`config.mk`:
```
export PLATFORM = sky130hd
export DESIGN_NAME = inst_ram_port_arb
export DESIGN_NICKNAME = d
export VERILOG_FILES = /design/src/rtl/inst_ram_port_arb.sv
export SDC_FILE = /design/constraint.sdc
export NUM_CORES = 1
export LEC_CHECK = 0
export ABC_AREA = 1
export BUFFER_PORTS_ARGS = -buffer_cell sky130_fd_sc_hd__buf_2
export CAP_MARGIN = 20
export CORE_AREA = 2 2 116 118
export DETAILED_ROUTE_END_ITERATION = 16
export DIE_AREA = 0 0 118 120
export PLACE_DENSITY = 0.95
export SLEW_MARGIN = 20
export SYNTH_ARGS = -nofsm -noshare
export SYNTH_HDL_FRONTEND = slang
export SYNTH_SLANG_ARGS = --single-unit
```
`constraint.sdc`:
```
create_clock -name clk -period 11.51 [get_ports clk]
set_input_delay 1.7265 -clock clk [delete_from_list [all_inputs] [get_ports clk]]
set_output_delay 1.7265 -clock clk [all_outputs]
set_load 0.05 [all_outputs]
```
`src/rtl/inst_ram_port_arb.sv`:
```
// inst_ram_port_arb
//   Shares the single data-side port of the instruction RAM between the CPU
//   memory stage (m0) and the boot loader / debug master (m1), and owns the
//   fetch-port enable and the CPU stall.
//
//   Ports:
//     clk, rst                 clock; asynchronous active-high reset
//     m0_* / m1_*              master request (req/we/addr/wdata), 1-cycle gnt
//                              and ack pulses, read data valid with ack
//     boot_done                loader pulse: image written, switch to RUN
//     ram_ce/we/addr/wdata     registered RAM data-port controls
//     ram_rdata                RAM data_o (1-cycle registered read)
//     rom_ce                   RAM fetch-port enable (high in RUN)
//     cpu_stall                freeze CPU pipeline
//     mode                     0 = BOOT, 1 = RUN
//
//   Access timing: gnt in cycle N (IDLE or RESP), RAM access in N+1 (ISSUE),
//   ack in N+2 (RESP). A new grant may be issued in the RESP cycle.
module inst_ram_port_arb #(
    parameter int ADDR_W        = 32,
    parameter int DATA_W        = 32,
    parameter bit BOOT_ON_RESET = 1'b1
) (
    input  logic              clk,
    input  logic              rst,
    input  logic              m0_req,
    input  logic              m0_we,
    input  logic [ADDR_W-1:0] m0_addr,
    input  logic [DATA_W-1:0] m0_wdata,
    output logic              m0_gnt,
    output logic              m0_ack,
    output logic [DATA_W-1:0] m0_rdata,
    input  logic              m1_req,
    input  logic              m1_we,
    input  logic [ADDR_W-1:0] m1_addr,
    input  logic [DATA_W-1:0] m1_wdata,
    output logic              m1_gnt,
    output logic              m1_ack,
    output logic [DATA_W-1:0] m1_rdata,
    input  logic              boot_done,
    output logic              ram_ce,
    output logic              ram_we,
    output logic [ADDR_W-1:0] ram_addr,
    output logic [DATA_W-1:0] ram_wdata,
    input  logic [DATA_W-1:0] ram_rdata,
    output logic              rom_ce,
    output logic              cpu_stall,
    output logic              mode
);

    typedef enum logic [1:0] {IDLE, ISSUE, RESP} state_t;

    state_t            state;
    logic              rr_ptr;      // 0: m0 preferred on contention, 1: m1
    logic              srv_m1;      // master being served
    logic              srv_we;      // served access is a write
    logic              boot_pend;   // boot_done seen, waiting for a quiet edge
    logic [DATA_W-1:0] m0_rdata_q;
    logic [DATA_W-1:0] m1_rdata_q;
    logic              can_grant;
    logic              any_gnt;

    // Grants are combinational in IDLE/RESP. In BOOT only m1 is grantable.
    // Reset also masks grants so nothing is accepted while it is asserted.
    always_comb begin
        can_grant = ~rst & ((state == IDLE) | (state == RESP));
        m0_gnt    = can_grant & mode & m0_req & (~m1_req | ~rr_ptr);
        m1_gnt    = can_grant & m1_req & (~mode | ~m0_req | rr_ptr);
        any_gnt   = m0_gnt | m1_gnt;
    end

    assign rom_ce = mode;

    // Stall from request until ack; the ack cycle itself releases the CPU
    // even if m0 immediately requests again.
    assign cpu_stall = ~mode
                     | (m0_req & ~m0_ack)
                     | ((state == ISSUE) & ~srv_m1);

    // Read data passes straight through in the ack cycle (RAM output is
    // already registered) and is held afterwards; writes leave it unchanged.
    assign m0_rdata = (m0_ack & ~srv_we) ? ram_rdata : m0_rdata_q;
    assign m1_rdata = (m1_ack & ~srv_we) ? ram_rdata : m1_rdata_q;

    always_ff @(posedge clk or posedge rst) begin
        if (rst) begin
            state      <= IDLE;
            rr_ptr     <= 1'b0;
            srv_m1     <= 1'b0;
            srv_we     <= 1'b0;
            boot_pend  <= 1'b0;
            mode       <= ~BOOT_ON_RESET;
            ram_ce     <= 1'b0;
            ram_we     <= 1'b0;
            ram_addr   <= '0;
            ram_wdata  <= '0;
            m0_ack     <= 1'b0;
            m1_ack     <= 1'b0;
            m0_rdata_q <= '0;
            m1_rdata_q <= '0;
        end else begin
            m0_ack <= 1'b0;
            m1_ack <= 1'b0;
            ram_ce <= 1'b0;
            ram_we <= 1'b0;

            if (m0_ack & ~srv_we) m0_rdata_q <= ram_rdata;
            if (m1_ack & ~srv_we) m1_rdata_q <= ram_rdata;

            if (~mode & boot_done) boot_pend <= 1'b1;

            unique case (state)
                IDLE, RESP: begin
                    if (any_gnt) begin
                        srv_m1    <= m1_gnt;
                        srv_we    <= m1_gnt ? m1_we    : m0_we;
                        ram_ce    <= 1'b1;
                        ram_we    <= m1_gnt ? m1_we    : m0_we;
                        ram_addr  <= m1_gnt ? m1_addr  : m0_addr;
                        ram_wdata <= m1_gnt ? m1_wdata : m0_wdata;
                        // Pointer toggles on every grant, contended or not.
                        rr_ptr    <= ~rr_ptr;
                        state     <= ISSUE;
                    end else begin
                        state <= IDLE;
                        // Mode switch only on a quiet edge; the same-cycle
                        // boot_done is honoured too, so IDLE switches at once.
                        if (~mode & (boot_pend | boot_done)) begin
                            mode      <= 1'b1;
                            boot_pend <= 1'b0;
                        end
                    end
                end
                ISSUE: begin
                    m0_ack <= ~srv_m1;
                    m1_ack <= srv_m1;
                    state  <= RESP;
                end
                default: state <= IDLE;
            endcase
        end
    end

endmodule

```
==> results.tsv <==
metric	value	unit
ys_top_cells_by_area	dfrtp_1, nand2_1, inv_1	
slew_headroom	30.8	%
clk_latency	0.41	ns
synth_top_flop_cell	dfrtp_1	
vdd_ir_drop_max	0.000173	V
slowest_stage	buf_4	
route.detailed.drc	0	
syn_inst	835	
whs	0.448	ns
grt_usage	24.1	%
num-nets-final	1287	
post_drt_wl_per_cell	13.2	µm
finalSetupViolCount	0	
start_kind	primary input	
antenna_cells	0	
viasPerCell	4.72	
grt_pass1_vias	5584	
grt_start_max_net_pins	75	
yosys_warnings	0	
cts_resized	0	
worst_hold_path_type	flip-flop to flip-flop	
synth.distinct_cells	17	
cts_sinks	139	
ant_nets	0	
syn-num-nets	1002	
syn2layout_area_growth	34.4	%
syn_avg_cell_area	7.63	µm²
cts_buffers	17	
crit_chain	buf_2 -> nor2_4 -> nand2_1 -> nor2_4 -> buf_4 -> buf_2	
die_h	120	µm
hpwl	12000	µm
yosysMostFrequentCell	nand2_1	
critical_path_class	primary input to output pin	
place_area	7910	µm²
clkTransAtPathRegs	0.06	ns
outcome	complete, no violations	
rsz0062_at_grt	no	
r2r_setup_slack	9.38	ns
p_leak	5.40	nW
seq_area	3480	µm²
hold_violations	0	
io_pins	304	
cts_tree	yes	
fmax	206	MHz
core_area	13000	µm²
ys_seq_area_share	54.6	%
htree_levels	4	
tightestPinTransition	1.03	ns
worstPathMaxFanout	65	
cellPowerDensity	340	nW/µm²
dieWidth	118	µm
drv_cap	0	
synth_top_cell_by_area	dfrtp_1	
skew	0.0113	ns
routed_wl	17200	µm
final_area	8560	µm²
drtIter0Drc	396	
end_kind	output pin	
cp_data_arrival_time	3.12	ns
synth-seq-cells	139	
worstPathRequired	9.78	ns
ys_async_sr_fraction	100	%
std_cell_rows	42	
fin_setup_tns	0	ns
period_minus_slack	4.85	ns
vias	6174	
slew_violations	0	
cpPeakStageDelay	0.54	ns
cts-root-buf	clkbuf_16	
grt_pass1_wl	26800	µm
finalCritPeriodShare	42.1	%
post-cts-setup-buffer-count	0	
synth.top_cell.area_share	54.6	%
die_area	14200	µm²
io_buffers	303	
drive_gt1_share	30.6	%
hold_buffers	0	
crit_family	buffers and inverters	
syn-cell-area	6370	µm²
fill_cells	999	
overflow	0	
path_buf_inv	3	
utilization	66.0	%
antenna_found_initial	0	
start_util	49.1	%
ctsLongestPathBuffers	2	
gp_congestion	0.817	
drt_pass1_iterations	5	
synthTopCellsByCount	nand2_1, inv_1, dfrtp_1, nand3_1, o21ai_0	
multi_input_area	2010	µm²
synth_edf_count	0	
==> worst register-to-register path: stages, from the launching register on <==
cell and delay [ns]:
dfrtp_1 0.47, nand2_1 0.10, inv_1 0.07, nand3_1 0.14
nand2_2 0.13, clkinv_2 0.72, nand2_1 0.31, nand2_1 0.08
==> area by class of cell <==
class	count	share of cell area, %
Inverter	174	7.70
Clock buffer	18	5.13
Sequential cell	139	40.6
Multi-Input combinational cell	481	23.5
Tap cell	176	2.57
Clock inverter	14	2.46
Timing Repair Buffer	307	18.1
==> registers in the layout (all words and copies together) (netlist names) <==
signal      count
rr_ptr          1
m1_ack          1
ram_we          1
m0_rdata_q     32
ram_ce          1
ram_wdata      32
mode            1
m1_rdata_q     32
state           2
m0_ack          1
srv_m1          1
boot_pend       1
srv_we          1
ram_addr       32
==> where the power goes <==
group | switching, mW | internal [mW] | total [mW]
Sequential | 0.0914 | 0.710 | 0.802
Combinational | 1.22 | 0.292 | 1.52
Clock | 0.216 | 0.374 | 0.590
Total | 1.53 | 1.38 | 2.91
==> per-stage QoR <==
stage | cells | setup WS, ns | total power [mW]
finish | 1309 | 6.66 | 2.91
global route | 1309 | 6.58 | 3.03
CTS | 1309 | 6.66 | 2.91
detailed placement | 1277 | 6.67 | 2.31
global placement | 1277 | 6.70 | 2.27
floorplan | 835 | 6.06 | 1.95
==> path summary, 6_finish.rpt <==
kind	cells past startpoint	start	endpoint
min in group asynchronous	2	rst	mode
max in group asynchronous	3	rst	m0_rdata_q[26]
hold / removal	1	state[1]	state[1]
setup / recovery	6	rst	m1_gnt
hold reg to reg	1	state[1]	state[1]
setup reg to reg	7	mode	ram_addr[26]
==> cells in the final DEF, fill, tap and decap left out, drive strengths merged <==
| cell type | instances |
|---|---|
| dfrtp | 139 |
| nand2 | 339 |
| nor2 | 5 |
| o21ai | 66 |
| nand4 | 1 |
| nand3 | 68 |
| nor3 | 1 |
| buf | 307 |
| clkbuf | 18 |
| inv | 177 |
| clkinv | 7 |
| bufinv | 4 |
| o211ai | 1 |
==> kinds of logic (layout without fill, tap and decap cells) <==
family	after synthesis	count (layout)	synth area share, %
AO/OA/AOI/OAI	67	67	5.30
buffers and inverters	215	513	14.1
flip-flops	139	139	54.6
AND/OR/NAND/NOR	414	414	26.0
==> layer usage <==
layer,part of all wire (%),vias to the layer above,global-route usage [%]
met2,49,302,40.8
met3,6.6,41,5.18
met5,0,-,0
met4,3.5,0,12.3
met1,41,2804,29.1
li1,-,3027,-
Note: power is estimated with default switching activity, not from simulation.
